File: src/rtl/rgb2gray_pkg.sv
// Shared constants, FSM state type and width helpers for the RGB-to-gray stream.
// RGB2GRAY_WEIGHTED_EN selects the weighted-luminance build (wider accumulator).
package rgb2gray_pkg;

    localparam int COEF_R  = 77;
    localparam int COEF_G  = 150;
    localparam int COEF_B  = 29;
    localparam int ROUND_C = 128;

    typedef enum logic [1:0] {
        ST_COLLECT = 2'd0,
        ST_CALC    = 2'd1,
        ST_HOLD    = 2'd2
    } state_t;

    // ceil(2^(w+1) / 3): reciprocal of 3 scaled by 2^(w+1)
    function automatic int avg_k(input int color_w);
        return ((1 << (color_w + 1)) + 2) / 3;
    endfunction

    function automatic int acc_width(input int color_w);
`ifdef RGB2GRAY_WEIGHTED_EN
        return color_w + 9;
`else
        return color_w + 2;
`endif
    endfunction

endpackage

File: src/rtl/rgb2gray_mac.sv
// Coefficient select and multiply-accumulate over the three channel beats.
// RGB2GRAY_WEIGHTED_EN adds the BT.601 coefficient table; otherwise every weight is 1.
module rgb2gray_mac
    import rgb2gray_pkg::*;
#(
    parameter int COLOR_W = 8,
    parameter int ACC_W   = acc_width(COLOR_W)
) (
    input  logic               clk,
    input  logic               rst_n,
    input  logic               clear,
    input  logic               load,
    input  logic               add,
    input  logic [1:0]         ch,
    input  logic               mode,
    input  logic [COLOR_W-1:0] data,
    output logic [ACC_W-1:0]   acc
);

    logic [ACC_W-1:0] term;

`ifdef RGB2GRAY_WEIGHTED_EN
    logic [7:0] coef;

    // A load is always the R channel, even when it restarts a broken pixel
    always_comb begin
        coef = 8'd1;
        if (mode) begin
            if (load)            coef = 8'(COEF_R);
            else if (ch == 2'd1) coef = 8'(COEF_G);
            else                 coef = 8'(COEF_B);
        end
    end

    assign term = ACC_W'(coef) * ACC_W'(data);
`else
    logic unused_sel;
    assign unused_sel = ^{mode, ch};
    assign term       = ACC_W'(data);
`endif

    always_ff @(posedge clk or negedge rst_n) begin
        if (!rst_n)     acc <= '0;
        else if (clear) acc <= '0;
        else if (load)  acc <= term;
        else if (add)   acc <= acc + term;
    end

endmodule

File: src/rtl/rgb2gray_stream.sv
// Streaming RGB-to-gray converter: R,G,B beats in, one gray sample per pixel out.
// RGB2GRAY_WEIGHTED_EN enables the mode_i-selected BT.601 weighted path.
module rgb2gray_stream
    import rgb2gray_pkg::*;
#(
    parameter int COLOR_W = 8
) (
    input  logic               clk_i,
    input  logic               rst_ni,
    input  logic               clear_i,
    input  logic               mode_i,
    input  logic               in_valid_i,
    input  logic               in_sop_i,
    input  logic [COLOR_W-1:0] in_data_i,
    output logic               in_ready_o,
    output logic               out_valid_o,
    output logic [COLOR_W-1:0] out_data_o,
    input  logic               out_ready_i,
    output logic               err_o
);

    localparam int ACC_W  = acc_width(COLOR_W);
    localparam int K_AVG  = avg_k(COLOR_W);
    localparam int PROD_W = ACC_W + COLOR_W + 2;

    state_t             state_q, state_d;
    logic [1:0]         ch_q, ch_d;
    logic               err_q, err_d;
    logic               mac_load, mac_add, mac_clear, res_load;
    logic               coef_mode, beat;
    logic [ACC_W-1:0]   acc_p0;
    logic [COLOR_W-1:0] gray_p0, gray_p1;
    logic               vld_p1;

    function automatic logic [COLOR_W-1:0] sat_gray(input logic [PROD_W-1:0] v);
        if (|v[PROD_W-1:COLOR_W]) return '1;
        return v[COLOR_W-1:0];
    endfunction

    function automatic logic [PROD_W-1:0] avg_scale(input logic [ACC_W-1:0] a);
        return (PROD_W'(a) * PROD_W'(K_AVG)) >> (COLOR_W + 1);
    endfunction

`ifdef RGB2GRAY_WEIGHTED_EN
    logic mode_q;

    function automatic logic [PROD_W-1:0] round_weighted(input logic [ACC_W-1:0] a);
        return (PROD_W'(a) + PROD_W'(ROUND_C)) >> 8;
    endfunction

    always_ff @(posedge clk_i or negedge rst_ni) begin
        if (!rst_ni)       mode_q <= 1'b0;
        else if (mac_load) mode_q <= mode_i;
    end

    // The R beat uses mode_i directly since mode_q only captures it on that edge
    assign coef_mode = mac_load ? mode_i : mode_q;
`else
    logic unused_mode;
    assign unused_mode = mode_i;
    assign coef_mode   = 1'b0;
`endif

    assign in_ready_o = (state_q == ST_COLLECT);
    assign beat       = in_valid_i & in_ready_o;

    always_ff @(posedge clk_i or negedge rst_ni) begin
        if (!rst_ni) begin
            state_q <= ST_COLLECT;
            ch_q    <= 2'd0;
            err_q   <= 1'b0;
        end else begin
            state_q <= state_d;
            ch_q    <= ch_d;
            err_q   <= err_d;
        end
    end

    always_comb begin
        state_d   = state_q;
        ch_d      = ch_q;
        err_d     = 1'b0;
        mac_load  = 1'b0;
        mac_add   = 1'b0;
        mac_clear = 1'b0;
        res_load  = 1'b0;
        case (state_q)
            ST_COLLECT: begin
                if (beat) begin
                    if (in_sop_i) begin
                        mac_load = 1'b1;
                        ch_d     = 2'd1;
                        err_d    = (ch_q != 2'd0);
                    end else if (ch_q == 2'd0) begin
                        err_d = 1'b1;
                    end else begin
                        mac_add = 1'b1;
                        if (ch_q == 2'd2) begin
                            ch_d    = 2'd0;
                            state_d = ST_CALC;
                        end else begin
                            ch_d = ch_q + 2'd1;
                        end
                    end
                end
            end
            ST_CALC: begin
                res_load = 1'b1;
                state_d  = ST_HOLD;
            end
            ST_HOLD: begin
                if (out_ready_i) state_d = ST_COLLECT;
            end
            default: state_d = ST_COLLECT;
        endcase
        if (clear_i) begin
            state_d   = ST_COLLECT;
            ch_d      = 2'd0;
            err_d     = 1'b0;
            mac_load  = 1'b0;
            mac_add   = 1'b0;
            res_load  = 1'b0;
            mac_clear = 1'b1;
        end
    end

    rgb2gray_mac #(
        .COLOR_W (COLOR_W),
        .ACC_W   (ACC_W)
    ) u_mac (
        .clk   (clk_i),
        .rst_n (rst_ni),
        .clear (mac_clear),
        .load  (mac_load),
        .add   (mac_add),
        .ch    (ch_q),
        .mode  (coef_mode),
        .data  (in_data_i),
        .acc   (acc_p0)
    );

    // ---- result stage: scale/round the accumulated sum during CALC ----
    always_comb begin
        gray_p0 = sat_gray(avg_scale(acc_p0));
`ifdef RGB2GRAY_WEIGHTED_EN
        if (mode_q) gray_p0 = sat_gray(round_weighted(acc_p0));
`endif
    end

    always_ff @(posedge clk_i or negedge rst_ni) begin
        if (!rst_ni)       gray_p1 <= '0;
        else if (clear_i)  gray_p1 <= '0;
        else if (res_load) gray_p1 <= gray_p0;
    end

    assign vld_p1      = (state_q == ST_HOLD);
    assign out_valid_o = vld_p1;
    assign out_data_o  = gray_p1;
    assign err_o       = err_q;

endmodule
File: config.mk
export PLATFORM = sky130hd
export DESIGN_NAME = rgb2gray_stream
export DESIGN_NICKNAME = d
export VERILOG_FILES = /design/src/rtl/rgb2gray_pkg.sv /design/src/rtl/rgb2gray_mac.sv /design/src/rtl/rgb2gray_stream.sv
export SDC_FILE = /design/constraint.sdc
export NUM_CORES = 1
export LEC_CHECK = 0
export CAP_MARGIN = 20
export CORE_ASPECT_RATIO = 1.25
export CORE_MARGIN = 1.5
export CORE_UTILIZATION = 25
export DETAILED_ROUTE_END_ITERATION = 10
export SYNTH_ARGS = -nofsm -noshare
export SYNTH_HDL_FRONTEND = slang
export SYNTH_HIERARCHICAL = 1
export SYNTH_SLANG_ARGS = --single-unit
File: constraint.sdc
create_clock -name clk_i -period 5 [get_ports clk_i]
set_input_delay 1.5 -clock clk_i [delete_from_list [all_inputs] [get_ports clk_i]]
set_output_delay 1.5 -clock clk_i [all_outputs]
set_load 0.02 [all_outputs]
==> out/qor.yml <==
status:
  status: "complete, no violations"
yosys:
  syn_avg_cell_area_um2: 9.05
  synth_area_mm2: 0.00299
  syn-num-nets: 420
  ys_warn_count: 6
  syn_inst: 330
drt:
  avgRoutedWirePerCell_um: 11.5
  ant_nets: 0
  first_pass_iters: 4
  drtIter0Drc: 40
  via_per_inst: 4.58
  vias: 2358
  drt-total-wl_um: 5920
  drc: 0
place:
  port_buffers: 24
  place_area_mm2: 0.00342
  dp_slack_ns: 0.576
  dp_hpwl_um: 4920
  gp_congestion: 0.773
die:
  row_count: 44
  start_util_pct: 25.7
  die_y_um: 125
  die_area_mm2: 0.0126
  core_mm2: 0.0116
  io_pins: 26
  die_w_um: 101
clock_tree:
  cts_hold_buf: 0
  cts.root.buffer_cell: "clkbuf_16"
  cts_buffers: 3
  cts_resized: 0
  clock_path_buffers: 2
  cts_tree: "done"
  clk_latency_ns: 0.26
  cts.sinks: 23
  htree_levels: 1
  postCtsSetupRepairBufs: 0
  cts.reportedPaths.clkPinSlew_ns: 0.06
sta:
  hold_viol_final: 0
  setup-tns-final_ns: 0
  fmax_ghz: 0.226
  worst_slack_ns: 0.580
  period_share_pct: 88.4
  slew_violations: 0
  fin_hold_ws_ns: 0.566
  fin_crit_ns: 4.42
  skew_ns: 0.00161
  setup_viol: 0
  maxSlewHeadroom_pct: 47.3
  grt_setup_unrepaired: "false"
  worstMarginPinSlew_ns: 0.789
setup_path:
  cp_top_family: "adder cells"
  cp_slowest_stage_delay_ns: 0.55
  path_buf_inv: 2
  cp_num_cells: 13
  cp-start-kind: "flop"
  startpoint: "u_mac/acc[1]$_DFFE_PN0P_"
  cpMostUsedCell: "fa_1"
  crit_type: "reg -> reg"
  worstPathArrival_ns: 4.54
  regToRegStartpoint: "u_mac/acc[1]$_DFFE_PN0P_"
  rr_endpoint: "out_data_o[5]$_DFFE_PN0P_"
  slowest_stage: "fa_1"
  crit_fanout: 7
  worstRegToRegCells: 13
  rrSetupSlack_ns: 0.58
  path_cells: "ha_1 -> fa_1 -> fa_1 -> inv_1 -> fa_1 -> inv_1 -> ha_1 -> a21oi_1 -> o22ai_1 -> o31ai_1 -> o21ai_1 -> mux2i_2 -> a311oi_1"
  cp.required_ns: 5.12
  crit_path_end_kind: "flop"
global_routing:
  grt_pass1_vias: 2388
  overflow: 0
  grt_max_degree: 25
  grt_pass1_wl_um: 10800
  track_usage_pct: 10.1
  grt_antenna_before_repair: 0
finish:
  drive_gt1_share_pct: 5.08
  antenna_cells: 0
  nNetsFinal: 445
  post-route-util_pct: 30.2
  fillers: 1230
  syn_to_final_growth_pct: 17.6
  final_cell_area_mm2: 0.00351
pwr:
  p_leak_nw: 1.80
  max-vdd-ir-drop_uv: 88.0
  seq_power_share_pct: 35.9
  powerDensity_mw_per_mm2: 159
  p_sw_mw: 0.179
  p_int_mw: 0.378
  clkPwrFrac_pct: 32.0
  p_comb_share_pct: 32.1
  switching_share_pct: 32.1
worst_hold_path:
  worstHoldEndpoint: "out_data_o[5]$_DFFE_PN0P_"
  hold_start: "out_data_o[5]$_DFFE_PN0P_"
  hold_path_class: "reg -> reg"
  worstHoldPathCells: 2
run:
  max-cap-violations: 0
layout by cell type, fill, tap and decap left out, types with 4 or more instances in the layout:
cell,instances
inv_1,56
a21o_1,8
xor2_1,4
o21bai_1,4
dfrtp_1,23
a211oi_1,8
xnor2_1,7
a311oi_1,4
nor3_1,4
nor2_1,23
nand3_1,4
ha_1,56
o21ai_0,9
fa_1,19
clkdlybuf4s50_1,24
nand2_1,14
and4_1,5
a21oi_1,19
mux2i_1,6
how the worst max path moves through the flow:
stage / endpoint / slack, ns
floorplan: out_data_o[5]$_DFFE_PN0P_ / 0.91
global placement: out_data_o[5]$_DFFE_PN0P_ / 0.62
detailed placement: out_data_o[5]$_DFFE_PN0P_ / 0.58
CTS: out_data_o[5]$_DFFE_PN0P_ / 0.55
global route: out_data_o[5]$_DFFE_PN0P_ / 0.30
finish: out_data_o[5]$_DFFE_PN0P_ / 0.58
per-stage QoR:
step | power, mW | cells
2_1_floorplan | 0.332 | 330
3_3_place_gp | 0.377 | 510
3_5_place_dp | 0.383 | 510
4_1_cts | 0.566 | 514
5_1_grt | 0.601 | 515
6_report | 0.557 | 515
power groups by stage:
| stage | Sequential [mW] | Combinational, mW | Clock, mW |
|---|---|---|---|
| after floorplan | 0.202 | 0.130 | 0 |
| after global placement | 0.204 | 0.173 | 0 |
| after detailed placement | 0.204 | 0.179 | 0 |
| after CTS | 0.200 | 0.181 | 0.185 |
| after global routing | 0.201 | 0.207 | 0.192 |
| final | 0.200 | 0.179 | 0.178 |
sequential cells by signal, indices dropped and copies added (netlist names):
register    flops
u_mac/acc      10
out_data_o      8
ch_q            2
state_q         2
err_o           1
worst register-to-register path, delay by kind of cell, from the launching register on:
kind	cells	cell delay, ns
DFF	1	0.48
AOI/OAI and AO/OA	5	0.98
adders and majority gates	5	2.31
muxes	1	0.42
buffers and inverters	2	0.09
routing by layer:
layer  global-route usage [%]  part of all wire, %  vias up
li1                         -                    -     1207
met1                     13.1                   47     1111
met2                     18.0                   50       38
met3                    0.503                  2.0        2
met4                     2.98                 0.37        0
met5                        0                    0        -
final cells by class:
class / count / area, um^2 / area share [%]
Multi-Input combinational cell: 243 / 2170 / 61.7
Sequential cell: 23 / 576 / 16.4
Tap cell: 161 / 201 / 5.74
Clock buffer: 4 / 78.8 / 2.25
Inverter: 56 / 210 / 5.99
Timing Repair Buffer: 28 / 278 / 7.91
Power figures use the tool's default switching activity.
